## src/rtl/axis_pkg.sv

```systemverilog
// Shared types and constants for the AXI-stream packet receiver.
package axis_pkg;

  typedef enum logic [1:0] {
    RX_IDLE,
    RX_BODY,
    RX_DISCARD
  } rx_state_t;

  localparam int PKT_CNT_W = 16;

endpackage

```

## src/rtl/axis_sync_fifo.sv

```systemverilog
// Small synchronous FIFO with first-word-fall-through head; reads as zero when empty.
module axis_sync_fifo #(
  parameter int WIDTH = 9,
  parameter int DEPTH = 4
) (
  input  logic                   clk,
  input  logic                   rst_n,
  input  logic                   push,
  input  logic [WIDTH-1:0]       push_data,
  input  logic                   pop,
  output logic [WIDTH-1:0]       head,
  output logic [$clog2(DEPTH):0] level,
  output logic                   full,
  output logic                   empty
);

  localparam int PTR_W = $clog2(DEPTH);
  localparam int LVL_W = PTR_W + 1;

  logic [WIDTH-1:0] mem [DEPTH];
  logic [PTR_W-1:0] wr_ptr;
  logic [PTR_W-1:0] rd_ptr;
  logic             do_push;
  logic             do_pop;

  assign do_push = push & ~full;
  assign do_pop  = pop & ~empty;
  assign empty   = (level == '0);
  assign full    = (level == LVL_W'(DEPTH));
  assign head    = empty ? '0 : mem[rd_ptr];

  // Storage array holds payload only, so it carries no reset.
  always_ff @(posedge clk) begin
    if (do_push) mem[wr_ptr] <= push_data;
  end

  // Pointers wrap naturally because DEPTH is a power of two.
  always_ff @(posedge clk or negedge rst_n) begin
    if (!rst_n) begin
      wr_ptr <= '0;
      rd_ptr <= '0;
      level  <= '0;
    end else begin
      if (do_push) wr_ptr <= wr_ptr + PTR_W'(1);
      if (do_pop)  rd_ptr <= rd_ptr + PTR_W'(1);
      level <= level + LVL_W'(do_push) - LVL_W'(do_pop);
    end
  end

endmodule

```

## src/rtl/axis_packet_rx.sv

```systemverilog
// AXI-stream slave: buffers beats, tracks packet boundaries, truncates long packets.
module axis_packet_rx
  import axis_pkg::*;
#(
  parameter int DATA_W  = 8,
  parameter int DEPTH   = 4,
  parameter int MAX_LEN = 4
) (
  input  logic                           s_axis_aclk,
  input  logic                           s_axis_arstn,
  input  logic [DATA_W-1:0]              s_axis_tdata,
  input  logic                           s_axis_tvalid,
  input  logic                           s_axis_tlast,
  output logic                           s_axis_tready,
  output logic [DATA_W-1:0]              out_data,
  output logic                           out_last,
  output logic                           out_valid,
  input  logic                           out_ready,
  output logic [PKT_CNT_W-1:0]           pkt_count,
  output logic [$clog2(MAX_LEN+1)-1:0]   last_len,
  output logic                           len_err
);

  localparam int LEN_W = $clog2(MAX_LEN + 1);
  localparam int LVL_W = $clog2(DEPTH) + 1;

  rx_state_t        state;
  rx_state_t        next_state;
  logic [LEN_W-1:0] beat_cnt;
  logic             accept;
  logic             pop;
  logic             push;
  logic             push_last;
  logic             commit;
  logic [LEN_W-1:0] commit_len;
  logic             trunc;
  logic [LVL_W-1:0] level;
  logic [LVL_W-1:0] next_level;
  logic             full;
  logic             empty;
  logic [DATA_W:0]  head;

  assign accept     = s_axis_tvalid & s_axis_tready;
  assign out_valid  = ~empty;
  assign pop        = out_valid & out_ready;
  assign out_data   = head[DATA_W-1:0];
  assign out_last   = head[DATA_W];
  assign next_level = level + LVL_W'(push & ~full) - LVL_W'(pop);

  axis_sync_fifo #(
    .WIDTH (DATA_W + 1),
    .DEPTH (DEPTH)
  ) u_fifo (
    .clk       (s_axis_aclk),
    .rst_n     (s_axis_arstn),
    .push      (push),
    .push_data ({push_last, s_axis_tdata}),
    .pop       (pop),
    .head      (head),
    .level     (level),
    .full      (full),
    .empty     (empty)
  );

  // Packet framing decisions for the beat being accepted this cycle.
  always_comb begin
    next_state = state;
    push       = 1'b0;
    push_last  = s_axis_tlast;
    commit     = 1'b0;
    commit_len = '0;
    trunc      = 1'b0;
    if (accept) begin
      case (state)
        RX_IDLE: begin
          push = 1'b1;
          if (s_axis_tlast) begin
            commit     = 1'b1;
            commit_len = LEN_W'(1);
          end else begin
            next_state = RX_BODY;
          end
        end
        RX_BODY: begin
          push = 1'b1;
          if (s_axis_tlast) begin
            commit     = 1'b1;
            commit_len = beat_cnt + LEN_W'(1);
            next_state = RX_IDLE;
          end else if (beat_cnt == LEN_W'(MAX_LEN - 1)) begin
            // Close the packet at MAX_LEN and swallow the rest of it.
            push_last  = 1'b1;
            commit     = 1'b1;
            commit_len = LEN_W'(MAX_LEN);
            trunc      = 1'b1;
            next_state = RX_DISCARD;
          end
        end
        RX_DISCARD: begin
          if (s_axis_tlast) next_state = RX_IDLE;
        end
        default: next_state = RX_IDLE;
      endcase
    end
  end

  // FSM, beat counter, statistics and the registered ready.
  always_ff @(posedge s_axis_aclk or negedge s_axis_arstn) begin
    if (!s_axis_arstn) begin
      state         <= RX_IDLE;
      beat_cnt      <= '0;
      s_axis_tready <= 1'b0;
      pkt_count     <= '0;
      last_len      <= '0;
      len_err       <= 1'b0;
    end else begin
      state   <= next_state;
      len_err <= trunc;
      if (accept) begin
        if (next_state == RX_BODY)
          beat_cnt <= (state == RX_IDLE) ? LEN_W'(1) : beat_cnt + LEN_W'(1);
        else
          beat_cnt <= '0;
      end
      if (commit) begin
        pkt_count <= pkt_count + PKT_CNT_W'(1);
        last_len  <= commit_len;
      end
      // Discarded beats are never stored, so ready stays up regardless of level.
      s_axis_tready <= (next_level < LVL_W'(DEPTH)) | (next_state == RX_DISCARD);
    end
  end

endmodule

```

## config.mk

```make
export PLATFORM = sky130hd
export DESIGN_NAME = axis_packet_rx
export DESIGN_NICKNAME = d
export VERILOG_FILES = /design/src/rtl/axis_pkg.sv /design/src/rtl/axis_sync_fifo.sv /design/src/rtl/axis_packet_rx.sv
export SDC_FILE = /design/constraint.sdc
export NUM_CORES = 1
export LEC_CHECK = 0
export CELL_PAD_IN_SITES_DETAIL_PLACEMENT = 1
export CELL_PAD_IN_SITES_GLOBAL_PLACEMENT = 1
export CORE_UTILIZATION = 45
export CTS_CLUSTER_SIZE = 8
export DETAILED_ROUTE_END_ITERATION = 10
export PLACE_DENSITY = 0.75
export SLEW_MARGIN = 30
export SYNTH_ARGS = -nofsm -noshare
export SYNTH_HDL_FRONTEND = slang
export SYNTH_HIERARCHICAL = 1
export SYNTH_SLANG_ARGS = --single-unit
```

## constraint.sdc

```tcl
create_clock -name s_axis_aclk -period 3.6 [get_ports s_axis_aclk]
set_input_delay 0.72 -clock s_axis_aclk [delete_from_list [all_inputs] [get_ports s_axis_aclk]]
set_output_delay 0.72 -clock s_axis_aclk [all_outputs]
set_load 0.05 [all_outputs]
```

==> flow_metrics.env, run 1 <==
export IMPL_status="finished, final reports clean"
export IMPL_netlist_area_um2=3141
export IMPL_postRouteAntennaNets=0
export IMPL_path_delay_family="buffers and inverters"
export IMPL_synth_distinct_cells=40
export IMPL_postCtsSetupBuffers=0
export IMPL_grt_usage_pct=18.93
export IMPL_viasPerCell=5.282
export IMPL_cts_root_buf="clkbuf_8"
export IMPL_end_kind="output port"
export IMPL_die_h_um=85.54
export IMPL_cts_hold_buf=0
export IMPL_skew_ns=0.01006
export IMPL_postSynthAreaPerCell_um2=14.88
export IMPL_cellPowerDensity_nw_per_um2=838.2
export IMPL_area_growth_synth_to_final_pct=22.75
export IMPL_path_buf_inv=2
export IMPL_setup_violations=0
export IMPL_drtIter0Drc=87
export IMPL_r2r_slack_ns=0.91
export IMPL_ys_warn_count=6
export IMPL_clk_path_buf_depth=2
export IMPL_cts_clk_slew_worst_paths_ns=0.07
export IMPL_cts_buffers=9
export IMPL_start_util_pct=46.48
export IMPL_layout_setup_ws_ns=0.3484
export IMPL_ir_drop_v=0.0003621
export IMPL_synth_top_cell_area_share_pct=34.42
export IMPL_hold_violations=0
export IMPL_fmax_ghz=0.3075
export IMPL_cts_tree="built"
export IMPL_fin_setup_tns_ns=0
export IMPL_grt_pass1_wl_um=10090
export IMPL_core_um2=6756
export IMPL_critPathLaunchType="flop"
export IMPL_multi_input_area_um2=1156
export IMPL_cp_max_fo=7
export IMPL_synth_top_flop_cell="edfxtp_1"
export IMPL_grt_max_degree=34
export IMPL_period_needed_ns=3.252
export IMPL_worstPathArrival_ns=2.53
export IMPL_critical_path_class="flop to output port"
export IMPL_async_flop_share_pct=47.83
export IMPL_synthesis_nets=236
export IMPL_netlist_instances=211
export IMPL_synth_largest_area_cell="edfxtp_1"
export IMPL_post_drt_wl_per_cell_um=17.51
export IMPL_yosysSeqAreaShare_pct=60.72
export IMPL_regArea_um2=1907
export IMPL_drive_above_1_share_pct=16.79
export IMPL_ys_ff_latch=69
export IMPL_wirelength_met1_um=2573
export IMPL_clkSinkCount=69
export IMPL_antenna_found_initial=0
export IMPL_cts_resized=0
export IMPL_p_leak_nw=1.556
export IMPL_crit_path_cell_trace="buf_4, mux4_2, nor2b_4, clkdlybuf4s50_1"
export IMPL_vias=1838
export IMPL_max_stage_delay_ns=0.69
export IMPL_fin_nets=288
export IMPL_clk_latency_ns=0.35
export IMPL_synth_area_leaders="edfxtp_1 34%, dfrtp_1 26%, mux4_2 5.7%"
export IMPL_h_tree_depth=3
export IMPL_grt_pass1_vias=1987
export IMPL_gp_congestion=0.7238
export IMPL_pre_cts_slack_ns=0.4137
export IMPL_cpMaxStageDelayCell="clkdlybuf4s50_1"
export IMPL_die_w_um=85.54
export IMPL_synth_edff_count=36
export IMPL_wl_met2_um=3194
export IMPL_holdWs_ns=0.4894
export IMPL_drc=0
export IMPL_power_total_mw=3.231
export IMPL_top_layer_used="met4"
export IMPL_dr_pass1_iters=4
export IMPL_insertedDiodeCount=0
export IMPL_routed_wl_um=6094
export IMPL_dpl_hpwl_um=4308
export IMPL_grt_overflow=0
export IMPL_fillers=643
export IMPL_maxSlewHeadroom_pct=63.10
export IMPL_io_pins=44
export IMPL_dr_wl_met3_um=221
export IMPL_port_buffer_count=43
export IMPL_hold_path_class="flop to flop"
export IMPL_std_cell_rows=30
export IMPL_fin_crit_sh_pct=90.32
export IMPL_worst_pin_slew_ns=0.5505
export IMPL_max_cap_violations=0
export IMPL_die_area_um2=7317
export IMPL_rsz0062_at_grt="false"
export IMPL_crit_required_ns=2.88
export IMPL_finalMaxSlewViolations=0
-- final cells by class --
type	count	share of cell area [%]
flip-flops and latches	69	49.46
clock buffers	9	3.213
clock inverters	7	1.720
well taps	80	2.597
repair buffers	46	11.75
multi-input cells	124	29.99
inverters	13	1.266
-- synthesized netlist by cell type (all sizes together) (4+ instances only) --
library cell and n:
ha 11, nand4 6, edfxtp 36, nand3 7
inv 13, xnor2 16, buf 5, dfrtp 33
o21ai 6, nor2 5, mux4 9, xor2 6
nand2 15, nor2b 13, and2 4
-- logic make-up after synthesis --
kind of cell             after synthesis  share of synthesized area [%]
flip-flops                            69                          60.72
AND/OR/NAND/NOR                       67                          15.54
XOR/XNOR                              22                          6.135
buffers and inverters                 18                          2.630
AO/OA/AOI/OAI                         12                          2.670
adder cells (fa/ha/maj)               12                          5.020
multiplexers                          11                          7.291
-- power by group --
| part | leakage, nW | internal, mW | switching (mW) |
|---|---|---|---|
| Clock | 0.0903 | 0.315 | 0.295 |
| Combinational | 0.710 | 0.612 | 0.822 |
| Sequential | 0.756 | 1.00 | 0.182 |
| Total | 1.56 | 1.93 | 1.30 |
-- sequential cells by signal (all words and copies together) (netlist names) --
| signal | count |
|---|---|
| last_len | 3 |
| beat_cnt | 3 |
| pkt_count | 16 |
| len_err | 1 |
| u_fifo/mem | 36 |
| u_fifo/wr_ptr | 2 |
| state | 2 |
| u_fifo/rd_ptr | 2 |
| s_axis_tready | 1 |
| u_fifo/level | 3 |
-- layer usage --
layer | vias up | global-route usage [%]
li1 | 860 | -
met1 | 931 | 22.37
met4 | 0 | 7.727
met5 | - | 0
met2 | 37 | 32.29
met3 | 10 | 5.871
-- per-stage QoR --
stage               std cells  instance area [um2]  utilization, %
finish                    348                 3855           57.06
CTS                       348                 3855           57.06
global route              348                 3855           57.06
detailed placement        332                 3665           54.24
floorplan                 211                 3141               -
global placement          332                 3665           54.24
-- cells in the final DEF, fill, tap and decap left out, types with 2 or more instances in the layout --
cell             instances
nor2b_4                  8
clkinv_1                 2
and3_1                   3
inv_1                   13
clkdlybuf4s50_1         43
and2_1                   4
ha_1                    11
nand4_1                  5
edfxtp_1                36
xnor2_1                 16
xor2_1                   6
and4_1                   2
clkinvlp_4               2
o21ai_0                  6
clkbuf_8                 9
buf_4                    3
mux2_2                   2
nor2b_1                  4
dfrtp_1                 33
nand2b_1                 3
nand2_1                 15
a22o_1                   2
nor2_1                   4
mux4_2                   8
nand3_1                  7
-- worst paths after layout --
check | startpoint | cells after the start | end
min in group asynchronous | s_axis_arstn | 2 | u_fifo/level[2]
min | beat_cnt[2] | 2 | beat_cnt[2]
max reg2reg | u_fifo/level[1] | 9 | u_fifo/level[2]
max | u_fifo/rd_ptr[0] | 4 | out_data[1]
min reg2reg | beat_cnt[2] | 2 | beat_cnt[2]
max in group asynchronous | s_axis_arstn | 2 | u_fifo/rd_ptr[0]
-- worst min-delay path: stages (launching register included) --
cell and delay (ns):
dfrtp_1 0.34, nand2_1 0.05, o21ai_0 0.07
Power figures use the tool's default switching activity.
==> inputs of run 2 (changes only) <==
CORE_UTILIZATION = 44   (was 45)
SYNTH_HIERARCHICAL = not set   (was 1)
==> flow_metrics.env, run 2 <==
export IMPL_status="finished, violations left"
export IMPL_violations="DRC"
export IMPL_regMostFlops="u_fifo.mem"
export IMPL_cts_root_buf="clkbuf_8"
export IMPL_antenna_found_initial=0
export IMPL_worstPathArrival_ns=2.49
export IMPL_dpl_hpwl_um=4008
export IMPL_grt_overflow=0
export IMPL_comb_power_share_pct=42.1
export IMPL_end_kind="output port"
export IMPL_hold_violations=0
export IMPL_clkSinkCount=69
export IMPL_h_tree_depth=3
export IMPL_ys_ff_latch=69
export IMPL_cts_hold_buf=0
export IMPL_cpMaxStageDelayCell="clkdlybuf4s50_1"
export IMPL_routed_wl_um=5711
export IMPL_cts_buffers=9
export IMPL_grt_pass1_wl_um=9756
export IMPL_cp_max_fo=6
export IMPL_postRouteAntennaNets=0
export IMPL_final_util_pct=57.08
export IMPL_top_regs="u_fifo.mem (36), pkt_count (16)"
export IMPL_maxSlewHeadroom_pct=54.72
export IMPL_clock_power_share_pct=20.2
export IMPL_fillers=633
export IMPL_area_growth_synth_to_final_pct=23.47
export IMPL_async_flop_share_pct=47.83
export IMPL_clk_path_buf_depth=2
export IMPL_pre_cts_slack_ns=0.6326
export IMPL_final_cell_mix="43 x clkdlybuf4s50_1, 36 x edfxtp_1, 33 x dfrtp_1"
export IMPL_critPathLaunchType="flop"
export IMPL_p_int_mw=1.870
export IMPL_grt_usage_pct=18.40
export IMPL_start_util_pct=46.23
export IMPL_ys_warn_count=0
export IMPL_fin_crit_sh_pct=89.27
export IMPL_crit_required_ns=2.88
export IMPL_post_drt_wl_per_cell_um=17.00
export IMPL_synth_edff_count=36
export IMPL_viasPerCell=5.339
export IMPL_clk_latency_ns=0.33
export IMPL_finalMaxSlewViolations=0
export IMPL_netlist_area_um2=2969
export IMPL_std_cell_rows=29
export IMPL_port_buffer_count=43
export IMPL_max_cap_violations=0
export IMPL_synth_top_cell_area_share_pct=36.41
export IMPL_cts_resized=0
export IMPL_dr_pass1_iters=7
export IMPL_vias=1794
export IMPL_grt_pass1_vias=1899
export IMPL_layout_setup_ws_ns=0.3863
export IMPL_postCtsSetupBuffers=0
export IMPL_grt_max_degree=34
export IMPL_postSynthAreaPerCell_um2=14.55
export IMPL_synth_area_leaders="edfxtp_1 36%, dfrtp_1 28%, mux4_2 6.8%"
export IMPL_fin_nets=277
export IMPL_cellPowerDensity_nw_per_um2=835.9
export IMPL_ir_drop_v=0.0004064
export IMPL_gp_congestion=0.7781
export IMPL_skew_ns=0.006920
export IMPL_final_common_cell="clkdlybuf4s50_1"
export IMPL_yosysSeqAreaShare_pct=64.22
export IMPL_p_leak_nw=1.432
export IMPL_p_seq_share_pct=37.7
export IMPL_cts_tree="built"
export IMPL_critical_path_class="flop to output port"
export IMPL_rsz0062_at_grt="false"
export IMPL_cts_clk_slew_worst_paths_ns=0.07
export IMPL_die_w_um=84.15
export IMPL_switchingPower_mw=1.195
export IMPL_die_area_um2=7080
export IMPL_die_h_um=84.15
export IMPL_largest_reg_flops=36
export IMPL_crit_path_cell_trace="buf_4, mux4_2, and2_1, clkdlybuf4s50_1"
export IMPL_synth_top_flop_cell="edfxtp_1"
export IMPL_period_needed_ns=3.214
export IMPL_power_total_mw=3.064
export IMPL_synth_distinct_cells=31
export IMPL_dp_cells=320
export IMPL_drtIter0Drc=75
export IMPL_yosysMostFrequentCell="edfxtp_1"
export IMPL_netlist_instances=204
export IMPL_worst_pin_slew_ns=0.6741
export IMPL_final_cells=336
export IMPL_max_stage_delay_ns=0.69
export IMPL_p_sw_share_pct=38.99
export IMPL_drc=4
export IMPL_setup_violations=0
export IMPL_core_um2=6422
export IMPL_fin_setup_tns_ns=0
export IMPL_io_pins=44
export IMPL_synth_common_cells="36 x edfxtp_1, 33 x dfrtp_1, 17 x and2_1"
export IMPL_fmax_ghz=0.3112
export IMPL_insertedDiodeCount=0
export IMPL_hold_path_class="flop to flop"
export IMPL_synth_largest_area_cell="edfxtp_1"
export IMPL_synthesis_nets=227
export IMPL_drive_above_1_share_pct=10.81
==> run 2: changes by cell type after synthesis, moves of 3 or more <==
cell and delta:
nor2b_4 -8, nor2b_1 -4, nor2_1 +3, nand2b_1 -3
and2_1 +13, inv_1 -3, nand4_1 +3
==> run 2: worst paths after layout <==
check | slack, ns | from | end | depth (start not counted)
hold / removal | 0.48 | pkt_count[15] | pkt_count[15] | 1
max in group asynchronous | 2.50 | s_axis_arstn | beat_cnt[0] | 2
setup reg to reg | 0.79 | u_fifo.level[1] | s_axis_tready | 10
min in group asynchronous | 0.79 | s_axis_arstn | pkt_count[12] | 2
setup / recovery | 0.39 | u_fifo.rd_ptr[0] | out_last | 4
hold reg to reg | 0.48 | pkt_count[15] | pkt_count[15] | 1
==> run 2: area by class of cell <==
class | instances | area (um2) | area share (%)
flip-flops and latches | 69 | 1907 | 52.01
repair buffers | 46 | 452.9 | 12.35
multi-input cells | 118 | 975.9 | 26.62
well taps | 77 | 96.34 | 2.628
clock buffers | 15 | 166.4 | 4.539
clock inverters | 1 | 30.03 | 0.8191
inverters | 10 | 37.54 | 1.024
==> run 2: metrics by stage <==
step / area [um2] / hold WS, ns
floorplan: 2969 / 0.4244
global placement: 3470 / 0.4594
detailed placement: 3470 / 0.4701
CTS: 3666 / 0.4871
global route: 3666 / 0.5160
finish: 3666 / 0.4761
==> run 2: routing by layer <==
layer  part of all wire (%)  global-route usage [%]
met1                     47                   24.90
met2                     48                   28.99
met3                    3.0                   4.523
met4                    1.4                   7.053
met5                      0                       0
==> run 2: logic make-up (layout without fill, tap and decap cells) <==
logic type                 after synthesis  after routing  share of synthesized area (%)
buffers and inverters                   17             72                          2.908
xor gates and xnor gates                20             20                          5.899
AOI/OAI and AO/OA                       16             16                          3.835
adders and majority gates               10             10                          4.467
DFF                                     69             69                          64.22
muxes                                   11             11                          7.585
and+or+nand+nor                         61             61                          11.08
==> run 2: worst max-delay path, delay by kind of cell (launching register included) <==
kind	cells	cell delay [ns]
buffers and inverters	2	0.93
muxes	1	0.50
DFF	1	0.56
and+or+nand+nor	1	0.18
==> run 2: power groups by stage <==
stage                     sequential [mW]  combinational, mW  clock, mW
after floorplan                      1.24              0.816          0
after global placement               1.17               1.26          0
after detailed placement             1.17               1.30          0
after CTS                            1.16               1.31      0.639
after global routing                 1.19               1.38      0.671
final                                1.16               1.29      0.619
